==> config.mk <==
export PLATFORM = sky130hd
export DESIGN_NAME = pdp8_sram_arb_flat
export DESIGN_NICKNAME = d
export VERILOG_FILES = /design/src/rtl/pdp8_sram_pkg.sv /design/src/rtl/pdp8_sram_arb_if.sv /design/src/rtl/pdp8_rr_arb2.sv /design/src/rtl/pdp8_sram_arb.sv /design/src/flat_wrapper.sv
export SDC_FILE = /design/constraint.sdc
export NUM_CORES = 1
export LEC_CHECK = 0
export BUFFER_PORTS_ARGS = -buffer_cell sky130_fd_sc_hd__buf_2
export CORE_MARGIN = 3
export CORE_UTILIZATION = 35
export DETAILED_ROUTE_END_ITERATION = 10
export MAX_ROUTING_LAYER = met4
export PLACE_DENSITY = 0.68
export SLEW_MARGIN = 0
export SYNTH_ARGS = -nofsm -noshare
export SYNTH_HDL_FRONTEND = slang
export SYNTH_SLANG_ARGS = --single-unit
==> constraint.sdc <==
create_clock -name clk -period 1.7 [get_ports clk]
set_input_delay 0.085 -clock clk [delete_from_list [all_inputs] [get_ports clk]]
set_output_delay 0.085 -clock clk [all_outputs]
set_load 0.02 [all_outputs]
==> src/rtl/pdp8_sram_pkg.sv <==
// Shared types and sizes for the PDP-8 external SRAM arbiter.
// Holds the sequencer state enum, requester IDs and bus widths.
package pdp8_sram_pkg;

  localparam int SRAM_AW = 18;
  localparam int SRAM_DW = 16;
  localparam int PDP8_AW = 15;
  localparam int PDP8_DW = 12;

  typedef enum logic [2:0] {
    S_IDLE   = 3'd0,
    S_SETUP  = 3'd1,
    S_ACCESS = 3'd2,
    S_HOLD   = 3'd3,
    S_DONE   = 3'd4
  } state_e;

  typedef enum logic {
    PORT_CPU = 1'b0,
    PORT_DMA = 1'b1
  } port_e;

endpackage

==> src/rtl/pdp8_sram_arb_if.sv <==
// Asynchronous SRAM pin bundle (ram1 bank plus ram2 chip enable).
// master: arbiter drives address/strobes/data; slave: pad side.
interface pdp8_sram_arb_if;
  import pdp8_sram_pkg::*;

  logic [SRAM_AW-1:0] ram_a;
  logic               ram_oe_n;
  logic               ram_we_n;
  logic               ram1_ce_n;
  logic               ram1_ub_n;
  logic               ram1_lb_n;
  logic               ram2_ce_n;
  logic [SRAM_DW-1:0] ram_io_out;
  logic               ram_io_oe;
  logic [SRAM_DW-1:0] ram_io_in;

  modport master (
    output ram_a, ram_oe_n, ram_we_n,
    output ram1_ce_n, ram1_ub_n, ram1_lb_n,
    output ram2_ce_n, ram_io_out, ram_io_oe,
    input  ram_io_in
  );

  modport slave (
    input  ram_a, ram_oe_n, ram_we_n,
    input  ram1_ce_n, ram1_ub_n, ram1_lb_n,
    input  ram2_ce_n, ram_io_out, ram_io_oe,
    output ram_io_in
  );

endinterface

==> src/rtl/pdp8_rr_arb2.sv <==
// Two-way round-robin grant between CPU and DMA requesters.
// Ports: req_cpu/req_dma, en (grant allowed), valid/gnt out.
module pdp8_rr_arb2
  import pdp8_sram_pkg::*;
(
  input  logic  clk,
  input  logic  reset,
  input  logic  req_cpu,
  input  logic  req_dma,
  input  logic  en,
  output logic  valid,
  output port_e gnt
);

  port_e last_q;

  always_comb begin
    valid = en & (req_cpu | req_dma);
    gnt   = PORT_CPU;
    unique case (1'b1)
      req_cpu & req_dma:
        gnt = (last_q == PORT_DMA) ? PORT_CPU : PORT_DMA;
      req_dma & ~req_cpu:
        gnt = PORT_DMA;
      default:
        gnt = PORT_CPU;
    endcase
  end

  // Reset to DMA so the CPU wins the first tie.
  always_ff @(posedge clk) begin
    if (reset) begin
      last_q <= PORT_DMA;
    end else if (valid) begin
      last_q <= gnt;
    end
  end

endmodule

==> src/rtl/pdp8_sram_arb.sv <==
// CPU/DMA arbiter and setup/strobe/hold sequencer for external SRAM.
// Ports: clk/reset, CPU and DMA request ports, ram SRAM bundle.
module pdp8_sram_arb
  import pdp8_sram_pkg::*;
#(
  parameter int WAIT_CYCLES = 1
)
(
  input  logic               clk,
  input  logic               reset,
  input  logic [PDP8_AW-1:0] cpu_addr,
  input  logic [PDP8_DW-1:0] cpu_data_in,
  input  logic               cpu_rd,
  input  logic               cpu_wr,
  output logic [PDP8_DW-1:0] cpu_data_out,
  output logic               cpu_done,
  input  logic [PDP8_AW-1:0] dma_ma,
  input  logic [PDP8_DW-1:0] dma_in,
  input  logic               dma_read_req,
  input  logic               dma_write_req,
  output logic [PDP8_DW-1:0] dma_out,
  output logic               dma_done,
  pdp8_sram_arb_if.master    ram
);

  localparam logic [3:0] LAST = 4'(WAIT_CYCLES - 1);

  state_e     state_q, state_n;
  logic [3:0] cnt_q, cnt_n;
  logic       wr_q, wr_n;
  port_e      port_q, port_n;
  logic       grant;
  logic       arb_valid;
  port_e      arb_gnt;
  logic       busy_n, acc_n, cap;
  logic       unused_io;

  assign unused_io = ^ram.ram_io_in[SRAM_DW-1:PDP8_DW];

  pdp8_rr_arb2 u_rr (
    .clk     (clk),
    .reset   (reset),
    .req_cpu (cpu_rd | cpu_wr),
    .req_dma (dma_read_req | dma_write_req),
    .en      (state_q == S_IDLE),
    .valid   (arb_valid),
    .gnt     (arb_gnt)
  );

  always_comb begin
    state_n = state_q;
    cnt_n   = cnt_q;
    grant   = 1'b0;
    unique case (state_q)
      S_IDLE: begin
        if (arb_valid) begin
          state_n = S_SETUP;
          grant   = 1'b1;
        end
      end
      S_SETUP: begin
        state_n = S_ACCESS;
        cnt_n   = '0;
      end
      S_ACCESS: begin
        if (cnt_q == LAST) state_n = S_HOLD;
        else cnt_n = cnt_q + 4'd1;
      end
      S_HOLD:  state_n = S_DONE;
      S_DONE:  state_n = S_IDLE;
      default: state_n = S_IDLE;
    endcase
  end

  // Direction and owner take effect on the grant edge so the
  // SETUP-cycle outputs already reflect the new access.
  always_comb begin
    port_n = grant ? arb_gnt : port_q;
    wr_n   = wr_q;
    if (grant) begin
      wr_n = (arb_gnt == PORT_CPU) ? cpu_wr : dma_write_req;
    end
  end

  assign busy_n = (state_n == S_SETUP) ||
                  (state_n == S_ACCESS) ||
                  (state_n == S_HOLD);
  assign acc_n  = (state_n == S_ACCESS);
  assign cap    = (state_q == S_ACCESS) &&
                  (cnt_q == LAST) && !wr_q;

  assign ram.ram2_ce_n = 1'b1;

  always_ff @(posedge clk) begin
    if (reset) begin
      state_q        <= S_IDLE;
      cnt_q          <= '0;
      wr_q           <= 1'b0;
      port_q         <= PORT_CPU;
      ram.ram_a      <= '0;
      ram.ram_io_out <= '0;
      ram.ram_io_oe  <= 1'b0;
      ram.ram_oe_n   <= 1'b1;
      ram.ram_we_n   <= 1'b1;
      ram.ram1_ce_n  <= 1'b1;
      ram.ram1_ub_n  <= 1'b1;
      ram.ram1_lb_n  <= 1'b1;
      cpu_done       <= 1'b0;
      dma_done       <= 1'b0;
      cpu_data_out   <= '0;
      dma_out        <= '0;
    end else begin
      state_q <= state_n;
      cnt_q   <= cnt_n;
      wr_q    <= wr_n;
      port_q  <= port_n;
      if (grant) begin
        if (arb_gnt == PORT_CPU) begin
          ram.ram_a      <= {3'b000, cpu_addr};
          ram.ram_io_out <= {4'b0000, cpu_data_in};
        end else begin
          ram.ram_a      <= {3'b000, dma_ma};
          ram.ram_io_out <= {4'b0000, dma_in};
        end
      end
      ram.ram1_ce_n <= !busy_n;
      ram.ram1_ub_n <= !busy_n;
      ram.ram1_lb_n <= !busy_n;
      ram.ram_io_oe <= busy_n && wr_n;
      ram.ram_oe_n  <= !(acc_n && !wr_n);
      ram.ram_we_n  <= !(acc_n && wr_n);
      cpu_done <= (state_n == S_DONE) &&
                  (port_n == PORT_CPU);
      dma_done <= (state_n == S_DONE) &&
                  (port_n == PORT_DMA);
      if (cap) begin
        if (port_q == PORT_CPU)
          cpu_data_out <= ram.ram_io_in[PDP8_DW-1:0];
        else
          dma_out <= ram.ram_io_in[PDP8_DW-1:0];
      end
    end
  end

endmodule

==> src/flat_wrapper.sv <==
// flat-port wrapper written by rule: the top's interface ports become plain ports
module pdp8_sram_arb_flat import pdp8_sram_pkg::*;
#(
  parameter int WAIT_CYCLES = 1
)
  (clk, reset, cpu_addr, cpu_data_in, cpu_rd, cpu_wr, cpu_data_out, cpu_done, dma_ma, dma_in, dma_read_req, dma_write_req, dma_out, dma_done, ram_ram_a, ram_ram_oe_n, ram_ram_we_n, ram_ram1_ce_n, ram_ram1_ub_n, ram_ram1_lb_n, ram_ram2_ce_n, ram_ram_io_out, ram_ram_io_oe, ram_ram_io_in);
  pdp8_sram_arb_if ram_i ();
  input  logic clk;
  input  logic reset;
  input  logic [PDP8_AW-1:0] cpu_addr;
  input  logic [PDP8_DW-1:0] cpu_data_in;
  input  logic cpu_rd;
  input  logic cpu_wr;
  output logic [PDP8_DW-1:0] cpu_data_out;
  output logic cpu_done;
  input  logic [PDP8_AW-1:0] dma_ma;
  input  logic [PDP8_DW-1:0] dma_in;
  input  logic dma_read_req;
  input  logic dma_write_req;
  output logic [PDP8_DW-1:0] dma_out;
  output logic dma_done;
  output wire logic [$bits(ram_i.ram_a)-1:0] ram_ram_a;
  output wire logic [$bits(ram_i.ram_oe_n)-1:0] ram_ram_oe_n;
  output wire logic [$bits(ram_i.ram_we_n)-1:0] ram_ram_we_n;
  output wire logic [$bits(ram_i.ram1_ce_n)-1:0] ram_ram1_ce_n;
  output wire logic [$bits(ram_i.ram1_ub_n)-1:0] ram_ram1_ub_n;
  output wire logic [$bits(ram_i.ram1_lb_n)-1:0] ram_ram1_lb_n;
  output wire logic [$bits(ram_i.ram2_ce_n)-1:0] ram_ram2_ce_n;
  output wire logic [$bits(ram_i.ram_io_out)-1:0] ram_ram_io_out;
  output wire logic [$bits(ram_i.ram_io_oe)-1:0] ram_ram_io_oe;
  input wire logic [$bits(ram_i.ram_io_in)-1:0] ram_ram_io_in;
  assign ram_ram_a = ram_i.ram_a;
  assign ram_ram_oe_n = ram_i.ram_oe_n;
  assign ram_ram_we_n = ram_i.ram_we_n;
  assign ram_ram1_ce_n = ram_i.ram1_ce_n;
  assign ram_ram1_ub_n = ram_i.ram1_ub_n;
  assign ram_ram1_lb_n = ram_i.ram1_lb_n;
  assign ram_ram2_ce_n = ram_i.ram2_ce_n;
  assign ram_ram_io_out = ram_i.ram_io_out;
  assign ram_ram_io_oe = ram_i.ram_io_oe;
  assign ram_i.ram_io_in = ram_ram_io_in;
  pdp8_sram_arb #(.WAIT_CYCLES(WAIT_CYCLES)) u_core (.clk(clk), .reset(reset), .cpu_addr(cpu_addr), .cpu_data_in(cpu_data_in), .cpu_rd(cpu_rd), .cpu_wr(cpu_wr), .cpu_data_out(cpu_data_out), .cpu_done(cpu_done), .dma_ma(dma_ma), .dma_in(dma_in), .dma_read_req(dma_read_req), .dma_write_req(dma_write_req), .dma_out(dma_out), .dma_done(dma_done), .ram(ram_i));
endmodule
==> flow_summary.toml <==
[run_status]
status = "finished, final reports clean"

[floorplanning]
rows = 33
die_x_um = 100
die_height_um = 100
initial_core_util_pct = 37.0
dieArea_um2 = 10100
pin_count = 143
coreArea_um2 = 8420

[clock_tree]
cts_root_buf = "clkbuf_8"
cts.sink_count = 67
htreeDepth = 3
clk_pin_slew_ns = 0.07
clk_latency_ns = 0.34
clk_path_buf_depth = 2
cts_setup_buffers = 0
tritoncts = "built"
numCtsBuffers = 9

[pwr]
pwr-share-comb_pct = 32.6
p_per_area_nw_per_um2 = 1200
p_sw_share_pct = 35.3
pwr-share-seq_pct = 38.3
pwr-share-clk_pct = 29.1
p_switching_mw = 1.77
vdd_drop_max_mv = 0.602
p_leak_nw = 1.78
intPower_mw = 3.24

[timing]
finalHoldViolCount = 0
setup_violations = 0
min_period_over_period_pct = 95.9
fin_tns_setup_ns = 0
relSlewSlack_pct = 62.6
setup_slack_ns = 0.0701
fmax_mhz = 614
layout_min_cycle_time_ns = 1.63
maxSlewViolCount = 0
fin_skew_ns = 0.00529
hold_ws_ns = 0.0164
tightest_slew_ns = 0.560

[place]
gp_congestion = 0.821
place_ws_ns = 0.0402
io_buffers = 130
dp_cells = 583
place_hpwl_um = 6510
dpl_cell_area_um2 = 3870

[setup_path]
crit_arrival_ns = 1.90
crit_required_ns = 1.97
critPathSlowestCell = "or4b_1"
cpLargestDelayFamily = "simple AND/OR/NAND/NOR gates"
startpoint_type = "flop"
worst-path-buf-inv = 1
worstSetupEndpointType = "flop"
max_stage_delay_ns = 0.48
worstSetupPathType = "flop to flop"
cp_max_fo = 6
cp_cell_sequence = "inv_1 > ha_4 > or3b_4 > or4b_1 > a21oi_1"

[synthesis]
synth_fa_ha_area_share_pct = 0.802
netlist_area_um2 = 3120
yosysSeqAreaShare_pct = 43.0
yosys.area_share.simple_pct = 17.7
synth_warnings = 0
synthArstFlopShare_pct = 0
synthMuxAreaShare_pct = 0.361
synth-compound-area-share_pct = 29.6
yosysUniqueCellTypes = 48
synth_edf_count = 0
synth_xor_area_share_pct = 0.281
ys.flop_type = "dfxtp_1"
avgSynthCellArea_um2 = 8.52
syn_inst = 366
synth_seq_cells = 67
synth_top_family_by_area = "compound AO/OA/AOI/OAI gates"

[drt]
drc = 0
antenna_left = 0
wl_per_cell_um = 15.7
via_per_inst = 5.54
initialDrtViolationCount = 158
wl_um = 9510
dr.pass1.iters = 4
vias = 3347

[cells_and_area]
num_antenna_cells = 0
syn_to_final_growth_pct = 33.4
final_common_cell = "buf_2"
nFillCells = 841
design_area_um2 = 4160
fin_cells = 604
drive_gt1_share_pct = 36.3
final_cell_mix = "buf_2, dfxtp_1, a21oi_1, nand3_1, o21ai_0"
fin_nets = 573

[global_routing]
antenna_found_initial = 0
grt_usage_pct = 18.9
grt_pass1_vias = 3192
grt_pass1_wl_um = 15000
grt.overflow.total = 0
grt_max_degree = 29

[flow_run]
drv_cap = 0

[hold_path]
hold_class = "input port to flop"
==> worst min-delay path, stage by stage <==
cell	delay, ns
buf_2	0.10
nand3_1	0.05
a311oi_1	0.08
==> cell families after synthesis <==
| kind of cell | after synthesis |
|---|---|
| multiplexers | 1 |
| buffers and inverters | 50 |
| adder cells (fa/ha/maj) | 2 |
| AND/OR/NAND/NOR | 86 |
| other | 2 |
| flip-flops | 67 |
| XOR/XNOR | 1 |
| AO/OA/AOI/OAI | 157 |
==> metal layers <==
metal	global-route usage, %	routed length (um)	share of wire, %
met1	23.5	4150	44
met2	29.5	4410	46
met3	5.49	887	9.3
met4	6.42	70	0.74
met5	-	0	0
==> Yosys cell counts (4+ instances only) <==
cell / number / area (um^2)
clkbuf_1: 17 / 63.8
o21ai_1: 21 / 105
nor2_1: 4 / 15.0
a21oi_1: 57 / 285
or4b_1: 4 / 40.0
nand3_1: 53 / 265
inv_1: 4 / 15.0
dfxtp_1: 67 / 1340
o21ai_0: 39 / 195
a311oi_1: 27 / 236
buf_2: 19 / 95.1
buf_4: 10 / 75.1
==> final timing paths <==
| kind | startpoint | to | slack [ns] | depth (start not counted) |
|---|---|---|---|---|
| max reg2reg | u_core.cnt_q[0] | u_core.state_q[0] | 0.07 | 5 |
| max | u_core.cnt_q[0] | u_core.state_q[0] | 0.07 | 5 |
| min | dma_ma[3] | u_core.ram.ram_a[3] | 0.02 | 3 |
| min reg2reg | u_core.cpu_data_out[0] | u_core.cpu_data_out[0] | 0.48 | 2 |
==> timing repair <==
item | in CTS | in global routing
hold buffers | 6 | 0
resized for setup | 0 | 3
hold endpoints to repair | 9 | 0
endpoints found under the setup margin | 0 | 8
==> through the flow <==
stage / util (%) / total power [mW]
2_1_floorplan: - / 3.01
3_3_place_gp: 46.0 / 3.55
3_5_place_dp: 46.0 / 3.56
4_1_cts: 49.3 / 5.04
5_1_grt: 49.4 / 5.28
6_report: 49.4 / 5.01
==> cell type report <==
type | instances | area, um^2 | share of cell area, %
clock buffers | 10 | 138 | 3.31
clock inverters | 5 | 77.6 | 1.86
well taps | 105 | 131 | 3.16
repair buffers | 158 | 888 | 21.3
inverters | 4 | 15.0 | 0.361
flip-flops and latches | 67 | 1340 | 32.2
multi-input cells | 255 | 1570 | 37.7
==> registers in the layout, summed over array words and instances, names as in the netlist, 3 cells and up <==
name	flops
u_core.cnt_q	4
u_core.cpu_data_out	12
u_core.dma_out	12
u_core.ram.ram_a	15
u_core.ram.ram_io_out	12
u_core.state_q	3
==> power groups by stage <==
stage	logic, mW	registers, mW	clock network [mW]
4_1_cts	1.63	1.92	1.49
3_3_place_gp	1.60	1.95	0
2_1_floorplan	0.849	2.16	0
3_5_place_dp	1.62	1.94	0
5_1_grt	1.78	1.95	1.56
6_report	1.63	1.92	1.46
(Power assumes the default switching activity.)
